$ cat config.mk
export PLATFORM = sky130hd
export DESIGN_NAME = uart_cmd_master_flat
export DESIGN_NICKNAME = d
export VERILOG_FILES = /design/src/rtl/uart_cmd_master_pkg.sv /design/src/rtl/uart_cmd_master_if.sv /design/src/rtl/uart_cmd_master_byte_sender.sv /design/src/rtl/uart_cmd_master.sv /design/src/flat_wrapper.sv
export SDC_FILE = /design/constraint.sdc
export NUM_CORES = 1
export LEC_CHECK = 0
export ABC_AREA = 1
export CORE_MARGIN = 2
export CORE_UTILIZATION = 40
export CTS_BUF_LIST = sky130_fd_sc_hd__clkbuf_2 sky130_fd_sc_hd__clkbuf_4 sky130_fd_sc_hd__clkbuf_8
export CTS_CLUSTER_SIZE = 10
export DETAILED_ROUTE_END_ITERATION = 10
export GPL_TIMING_DRIVEN = 0
export PLACE_DENSITY = 0.6
export SYNTH_ARGS = -nofsm -noshare
export SYNTH_HDL_FRONTEND = slang
export SYNTH_SLANG_ARGS = --single-unit
$ cat constraint.sdc
create_clock -name sys_clk -period 1.8 [get_ports sys_clk]
set_input_delay 0.36 -clock sys_clk [delete_from_list [all_inputs] [get_ports sys_clk]]
set_output_delay 0.36 -clock sys_clk [all_outputs]
set_load 0.05 [all_outputs]
$ cat src/rtl/uart_cmd_master_pkg.sv
// uart_cmd_pkg: shared definitions for the UART command master.
//   state_t       - command sequencing states
//   OP_*          - opcode constants understood by the remote responder
//   op_has_reply  - tells a caller whether an opcode produces a response byte
package uart_cmd_pkg;

    typedef enum logic [2:0] {
        IDLE,
        SEND_OP,
        WAIT_OP,
        SEND_ARG,
        WAIT_ARG,
        WAIT_RSP
    } state_t;

    // The responder reserves 0x00 to mean "no pending opcode".
    localparam logic [7:0] OP_ILLEGAL  = 8'h00;
    localparam logic [7:0] OP_CLK_SET  = 8'h10;
    localparam logic [7:0] OP_CLK_CLR  = 8'h11;
    localparam logic [7:0] OP_RST_SET  = 8'h12;
    localparam logic [7:0] OP_RST_CLR  = 8'h13;
    localparam logic [7:0] OP_PIN_RD   = 8'h20;
    localparam logic [7:0] OP_PIN_WR   = 8'h30;
    localparam logic [7:0] OP_REG_WR   = 8'h40;
    localparam logic [7:0] OP_REG_RD   = 8'h50;
    localparam logic [7:0] OP_MEM_WR   = 8'hA0;
    localparam logic [7:0] OP_MEM_RD   = 8'hA1;
    localparam logic [7:0] OP_MEM_WR4  = 8'hB0;

    // Pin reads (0x20-0x27) and register reads (0x50-0x57) answer with one byte.
    function automatic logic op_has_reply(input logic [7:0] op);
        return (op[7:3] == 5'b00100) || (op[7:3] == 5'b01010);
    endfunction

endpackage

$ cat src/rtl/uart_cmd_master_if.sv
// uart_cmd_master_if: command request / completion bundle between an on-chip
// controller and uart_cmd_master.
//   master modport - the controller (issues commands, sees status pulses)
//   slave modport  - uart_cmd_master (accepts commands, reports status)
interface uart_cmd_master_if;
    import uart_cmd_pkg::*;

    logic       cmd_valid;
    logic       cmd_ready;
    logic [7:0] cmd_op;
    logic [7:0] cmd_arg;
    logic       cmd_reply;
    logic       cmd_done;
    logic       cmd_err;
    logic       rsp_valid;
    logic [7:0] rsp_data;
    logic       rsp_timeout;
    logic       stray_rx;

    modport master (
        output cmd_valid, cmd_op, cmd_arg, cmd_reply,
        input  cmd_ready, cmd_done, cmd_err, rsp_valid, rsp_data,
               rsp_timeout, stray_rx
    );

    modport slave (
        input  cmd_valid, cmd_op, cmd_arg, cmd_reply,
        output cmd_ready, cmd_done, cmd_err, rsp_valid, rsp_data,
               rsp_timeout, stray_rx
    );

endinterface

$ cat src/rtl/uart_cmd_master_byte_sender.sv
// uart_byte_sender: single-byte transmit handshake with the UART core.
//   clk, rst     - system clock, synchronous active-high reset
//   send         - caller is in a SEND phase; strobe as soon as the UART is free
//   wait_phase   - caller is in a WAIT phase; report when the byte has gone
//   byte_in      - byte to transmit (held stable by the caller)
//   tx_busy      - UART core transmitting
//   tx_en        - one-cycle send strobe
//   tx_data      - byte to the UART, held from the strobe until the next one
//   sent         - strobe issued this cycle
//   done         - byte finished (WAIT phase, past the first cycle, UART idle)
module uart_byte_sender
    import uart_cmd_pkg::*;
(
    input  logic       clk,
    input  logic       rst,
    input  logic       send,
    input  logic       wait_phase,
    input  logic [7:0] byte_in,
    input  logic       tx_busy,
    output logic       tx_en,
    output logic [7:0] tx_data,
    output logic       sent,
    output logic       done
);

    logic       first_q;
    logic [7:0] hold_q;

    assign tx_en = send & ~tx_busy;
    assign sent  = tx_en;

    // The UART core raises busy one cycle after the strobe, so the first
    // WAIT cycle must not trust a low busy.
    assign done = wait_phase & ~first_q & ~tx_busy;

    assign tx_data = tx_en ? byte_in : hold_q;

    always_ff @(posedge clk) begin
        if (rst) begin
            first_q <= 1'b0;
            hold_q  <= 8'h00;
        end else begin
            first_q <= tx_en;
            if (tx_en) begin
                hold_q <= byte_in;
            end
        end
    end

endmodule

$ cat src/rtl/uart_cmd_master.sv
// uart_cmd_master: sends a two-byte command (opcode, argument) through a
// byte-level UART core and optionally waits for one response byte.
//   sys_clk, sys_rst - clock, synchronous active-high reset
//   cmd              - command handshake and status pulses (slave modport)
//   uart_tx_en/data  - send strobe and byte to the UART core
//   uart_tx_busy     - UART core transmitting
//   uart_rx_done     - UART receive flag; a rising edge marks a new byte
//   uart_rx_data     - received byte
module uart_cmd_master
    import uart_cmd_pkg::*;
#(
    parameter int TIMEOUT_CYCLES = 1000000,
    parameter int TO_W           = 24
)(
    input  logic              sys_clk,
    input  logic              sys_rst,
    uart_cmd_master_if.slave  cmd,
    output logic              uart_tx_en,
    output logic [7:0]        uart_tx_data,
    input  logic              uart_tx_busy,
    input  logic              uart_rx_done,
    input  logic [7:0]        uart_rx_data
);

    localparam logic [TO_W-1:0] TO_LAST = TO_W'(TIMEOUT_CYCLES - 1);

    state_t          state, state_n;
    logic [7:0]      op_q, arg_q;
    logic            reply_q;
    logic [TO_W-1:0] to_cnt;
    logic            rx_done_q, rx_new;
    logic            accept, capture;
    logic            done_n, err_n, valid_n, timeout_n, stray_n;
    logic            send, wait_phase, sent, wait_done;
    logic [7:0]      tx_byte;

    assign rx_new        = uart_rx_done & ~rx_done_q;
    assign cmd.cmd_ready = (state == IDLE);

    assign send       = (state == SEND_OP) || (state == SEND_ARG);
    assign wait_phase = (state == WAIT_OP) || (state == WAIT_ARG);
    assign tx_byte    = ((state == SEND_OP) || (state == WAIT_OP)) ? op_q : arg_q;

    uart_byte_sender u_sender (
        .clk        (sys_clk),
        .rst        (sys_rst),
        .send       (send),
        .wait_phase (wait_phase),
        .byte_in    (tx_byte),
        .tx_busy    (uart_tx_busy),
        .tx_en      (uart_tx_en),
        .tx_data    (uart_tx_data),
        .sent       (sent),
        .done       (wait_done)
    );

    always_comb begin
        state_n   = state;
        accept    = 1'b0;
        capture   = 1'b0;
        done_n    = 1'b0;
        err_n     = 1'b0;
        valid_n   = 1'b0;
        timeout_n = 1'b0;
        stray_n   = rx_new & (state != WAIT_RSP);
        case (state)
            IDLE: begin
                if (cmd.cmd_valid) begin
                    accept = 1'b1;
                    if (cmd.cmd_op == OP_ILLEGAL) begin
                        done_n = 1'b1;
                        err_n  = 1'b1;
                    end else begin
                        state_n = SEND_OP;
                    end
                end
            end
            SEND_OP:  if (sent)      state_n = WAIT_OP;
            WAIT_OP:  if (wait_done) state_n = SEND_ARG;
            SEND_ARG: if (sent)      state_n = WAIT_ARG;
            WAIT_ARG: begin
                if (wait_done) begin
                    if (reply_q) begin
                        state_n = WAIT_RSP;
                    end else begin
                        done_n  = 1'b1;
                        state_n = IDLE;
                    end
                end
            end
            WAIT_RSP: begin
                // A byte arriving in the timeout cycle still counts as a reply.
                if (rx_new) begin
                    capture = 1'b1;
                    valid_n = 1'b1;
                    done_n  = 1'b1;
                    state_n = IDLE;
                end else if (to_cnt == TO_LAST) begin
                    timeout_n = 1'b1;
                    err_n     = 1'b1;
                    done_n    = 1'b1;
                    state_n   = IDLE;
                end
            end
            default: state_n = IDLE;
        endcase
    end

    always_ff @(posedge sys_clk) begin
        if (sys_rst) begin
            state           <= IDLE;
            op_q            <= 8'h00;
            arg_q           <= 8'h00;
            reply_q         <= 1'b0;
            to_cnt          <= '0;
            rx_done_q       <= uart_rx_done;
            cmd.cmd_done    <= 1'b0;
            cmd.cmd_err     <= 1'b0;
            cmd.rsp_valid   <= 1'b0;
            cmd.rsp_data    <= 8'h00;
            cmd.rsp_timeout <= 1'b0;
            cmd.stray_rx    <= 1'b0;
        end else begin
            state           <= state_n;
            rx_done_q       <= uart_rx_done;
            cmd.cmd_done    <= done_n;
            cmd.cmd_err     <= err_n;
            cmd.rsp_valid   <= valid_n;
            cmd.rsp_timeout <= timeout_n;
            cmd.stray_rx    <= stray_n;
            if (accept) begin
                op_q    <= cmd.cmd_op;
                arg_q   <= cmd.cmd_arg;
                reply_q <= cmd.cmd_reply;
            end
            if (capture) begin
                cmd.rsp_data <= uart_rx_data;
            end
            // Counter runs only while waiting for a reply and saturates.
            if (state == WAIT_RSP) begin
                if (to_cnt != '1) begin
                    to_cnt <= to_cnt + 1'b1;
                end
            end else begin
                to_cnt <= '0;
            end
        end
    end

endmodule

$ cat src/flat_wrapper.sv
// flat-port wrapper written by rule: the top's interface ports become plain ports
module uart_cmd_master_flat import uart_cmd_pkg::*;
#(
    parameter int TIMEOUT_CYCLES = 1000000,
    parameter int TO_W           = 24
)
  (sys_clk, sys_rst, uart_tx_en, uart_tx_data, uart_tx_busy, uart_rx_done, uart_rx_data, cmd_cmd_valid, cmd_cmd_op, cmd_cmd_arg, cmd_cmd_reply, cmd_cmd_ready, cmd_cmd_done, cmd_cmd_err, cmd_rsp_valid, cmd_rsp_data, cmd_rsp_timeout, cmd_stray_rx);
  uart_cmd_master_if cmd_i ();
  input  logic sys_clk;
  input  logic sys_rst;
  output logic uart_tx_en;
  output logic [7:0] uart_tx_data;
  input  logic uart_tx_busy;
  input  logic uart_rx_done;
  input  logic [7:0] uart_rx_data;
  input wire logic [$bits(cmd_i.cmd_valid)-1:0] cmd_cmd_valid;
  input wire logic [$bits(cmd_i.cmd_op)-1:0] cmd_cmd_op;
  input wire logic [$bits(cmd_i.cmd_arg)-1:0] cmd_cmd_arg;
  input wire logic [$bits(cmd_i.cmd_reply)-1:0] cmd_cmd_reply;
  output wire logic [$bits(cmd_i.cmd_ready)-1:0] cmd_cmd_ready;
  output wire logic [$bits(cmd_i.cmd_done)-1:0] cmd_cmd_done;
  output wire logic [$bits(cmd_i.cmd_err)-1:0] cmd_cmd_err;
  output wire logic [$bits(cmd_i.rsp_valid)-1:0] cmd_rsp_valid;
  output wire logic [$bits(cmd_i.rsp_data)-1:0] cmd_rsp_data;
  output wire logic [$bits(cmd_i.rsp_timeout)-1:0] cmd_rsp_timeout;
  output wire logic [$bits(cmd_i.stray_rx)-1:0] cmd_stray_rx;
  assign cmd_i.cmd_valid = cmd_cmd_valid;
  assign cmd_i.cmd_op = cmd_cmd_op;
  assign cmd_i.cmd_arg = cmd_cmd_arg;
  assign cmd_i.cmd_reply = cmd_cmd_reply;
  assign cmd_cmd_ready = cmd_i.cmd_ready;
  assign cmd_cmd_done = cmd_i.cmd_done;
  assign cmd_cmd_err = cmd_i.cmd_err;
  assign cmd_rsp_valid = cmd_i.rsp_valid;
  assign cmd_rsp_data = cmd_i.rsp_data;
  assign cmd_rsp_timeout = cmd_i.rsp_timeout;
  assign cmd_stray_rx = cmd_i.stray_rx;
  uart_cmd_master #(.TIMEOUT_CYCLES(TIMEOUT_CYCLES), .TO_W(TO_W)) u_core (.sys_clk(sys_clk), .sys_rst(sys_rst), .cmd(cmd_i), .uart_tx_en(uart_tx_en), .uart_tx_data(uart_tx_data), .uart_tx_busy(uart_tx_busy), .uart_rx_done(uart_rx_done), .uart_rx_data(uart_rx_data));
endmodule
==> results.md <==
- DR WL/cell: roughly 14 um
- Outcome: complete, but fails checks
- Yosys top cell by area: dfxtp_1
- Metal3 WL: about 330 um
- Initial antenna violation count: 0
- Synth Register Bits: 67
- Metal2 WL: between 4000 and 5000 um
- Rel. slew slack: 65.6%
- Post-Route Utilization: roughly 56%
- Mapped Cells: 450
- CP arrival: roughly 1.6 ns
- Antenna-violating nets left: 0
- Worst Path Required: around 1.4 ns
- Final worst-path setup slack: -0.187 ns
- Die W: 93.0 um
- Drt first pass iters: 5
- Post-route cell area: 4330 sq um
- RR Endpoint: u_core.to_cnt[0]$_SDFFE_PP0P_
- Die height: 93.0 um
- Crit. End Element: output pin
- Post-DP Area: 3810 sq um
- Most frequent cells in the layout: 91 x nor2_1, 81 x nand2_1, 63 x dfxtp_1
- Max-cap violations: 0
- Clk slew on worst S/H paths: about 0.070 ns
- Sequential fraction of the synthesis area: between 40% and 50%
- Worst-path maximum fanout: 6
- Worst-case clock buffer depth: 2
- Port buffer count: between 50 and 60
- Synthesized area per cell: roughly 7 sq um
- Mapped cell area: 3170 sq um
- Commonest non-fill, non-tap cell in the layout: nor2_1
- Final WL: 8600 um
- Vias per inst: around 5.0
- Final Hold Fails: 0
- FF+latch area: about 1400 sq um
- Worst Setup Start Kind: flop
- WS Path Type: flop to output pin
- Ratio of cells with drive above 1 in the final layout: about a fifth
- Layout Nets: 563
- Ant. Diodes: 0
- Max-slew violation count: 0
- WHS Path Cells: 2
- CTS tree: done
- Multi-input gate area: between 1500 and 2000 sq um
- Skew-Pair Late Insertion Delay: roughly 0.34 ns
- Worst reg2reg startpoint: u_core.to_cnt[1]$_SDFFE_PP0P_
- Pwr/cell area: around 1200 nW/um^2
- Initial core utilization: a little over 40%
- Top cell type's share of synthesized area: a little over two fifths
- CORE AREA: about 7700 sq um
- # fillers: between 700 and 800
- DP Worst Slack: -1.02 ns
- Peak VDD IR: ~0.44 mV
- Post-DP HPWL: slightly below 6000 um
- Total CTS buffers: 9
- Leakage: approximately 1.9 nW
- Syn nets: just under 500
- FMAX: roughly 0.5 GHz
- Die Area: 8640 sq um
- RSZ-0062 raised after global routing: true
- M1 wire length: about 4000 um
- Violated checks: setup timing
- DR iter-0 viols: 129
- H-tree depth: 3
- Period utilization: 110%
- Final GP Congestion: between 0.9 and 1
- Cells after DPL: about 600
- Vias after detailed routing: around 3200
- Num rows: 32
- Hold EP: u_core.u_sender.first_q$_SDFF_PP0_
- Total GRT Usage: 20.9%
- Final cell count without fillers: between 600 and 700
- Reg2reg path depth: 9
- Min cycle time layout: 1.99 ns
- Vias in the first global route: ~2900
- Fin Clk Skew: 0.0129 ns
- CTS Root Cell: clkbuf_8
- YS warnings: 0
- Top Metal Used: met4
- Hold Crit Start: uart_tx_busy
- CTS Sinks: 67
- Final setup violation count: 8
- Yosys cell types: 33
- Synth area leaders: dfxtp_1 42%, nor2_1 11%, nand2_1 11%
- Hold WC Path Type: primary input to flop
- Synthesis-to-finish area growth: 36.9%
- Setup TNS Final: -1.28 ns
- R2R setup slack: about 0.12 ns
- GRT overflow: 0
- I/O pins: 53
- Pin count of the biggest net entering global routing: 11
- First-pass GRT wire length: approximately 14000 um
- Slew of the pin with the lowest slew margin: between 0.5 and 0.6 ns
- Post-route DRC: 0
worst max-delay path, cell delays in order, from the launching register on:
cell and delay [ns]:
dfxtp_4 0.38, inv_6 0.08, nand3_4 0.10, nand2_8 0.13, clkinvlp_4 0.16, nand2_2 0.11
nand3_2 0.05, o21a_1 0.12, buf_6 0.15
cell usage after synthesis:
cell and number:
nor2_1 93, nand2_1 90, dfxtp_1 67, inv_1 40, nand3_1 31, o21ai_0 31, a21oi_1 9, xor2_1 9
and2_1 8, inv_2 8, o21a_1 8, nor2_2 7, nand3b_1 6, nand4_1 5, a31oi_1 4, nand3_2 4
clkbuf_1 3, nor3_1 3, or2_2 3, xnor2_1 3, buf_2 2, buf_4 2, buf_6 2, nor2_4 2
o21ai_1 2, a21oi_2 1, ha_1 1, nand2_2 1, nor3_2 1, nor3_4 1, nor4_1 1, o211ai_1 1
o21ai_2 1
cell families (layout without fill, tap and decap cells):
| family | Yosys count | after routing | synth area share [%] |
|---|---|---|---|
| buffers and inverters | 57 | 142 | 7.55 |
| AND/OR/NAND/NOR | 256 | 256 | 36.2 |
| flip-flops | 67 | 67 | 42.4 |
| adder cells (fa/ha/maj) | 1 | 1 | 0.395 |
| AO/OA/AOI/OAI | 57 | 57 | 10.1 |
| XOR/XNOR | 12 | 12 | 3.32 |
final cells by class:
cell class                 count  share of cell area (%)
tap                          102                    2.95
clock buffer                  13                    4.13
timing repair buffer          70                    15.6
sequential                    67                    31.2
buffer                         9                    1.36
multi-input combinational    326                    39.9
timing repair inverter         1                   0.173
clock inverter                 1                   0.173
inverter                      48                    4.45
flip-flops by register name (all words and copies together), names as in the netlist, 3 cells and up:
signal	flops
u_core.to_cnt	24
u_core.state	3
u_core.u_sender.hold_q	8
u_core.cmd.rsp_data	8
u_core.op_q	8
u_core.arg_q	8
worst max-delay path by stage:
stage / start / to / slack, ns / cells past startpoint
finish: u_core.state[0]$_SDFFE_PP0P_ / uart_tx_data[4] / -0.19 / 8
global route: u_core.state[2]$_SDFFE_PP0P_ / uart_tx_data[4] / -0.26 / 8
CTS: u_core.state[2]$_SDFFE_PP0P_ / uart_tx_data[4] / -0.15 / 8
detailed placement: uart_tx_busy / uart_tx_data[3] / -1.02 / 5
global placement: uart_tx_busy / uart_tx_data[3] / -1.02 / 5
floorplan: u_core.state[0]$_SDFFE_PP0P_ / uart_tx_data[0] / 0.06 / 4
where the power goes:
group          switching [mW]  internal (mW)
Combinational            1.39          0.942
Sequential              0.156           1.71
Clock                   0.554          0.636
metrics by stage:
| step | hold WS (ns) | total power [mW] |
|---|---|---|
| after floorplan | 0.388 | 2.99 |
| after global placement | 0.451 | 3.49 |
| after detailed placement | 0.463 | 3.50 |
| after CTS | 0.436 | 5.17 |
| after global routing | 0.445 | 5.68 |
| final | 0.438 | 5.38 |
layer usage:
layer	up-vias	track usage [%]
met5	-	0
met4	0	7.72
met3	10	3.50
met2	85	33.3
met1	1466	28.3
li1	1595	-
repair_timing:
item,CTS,global route
cloned,2,0
buffers inserted,14,3
resized for setup,118,21
setup endpoints to repair,31,39
pin swaps,9,6
hold buffers,0,0
Power figures use the tool's default switching activity.
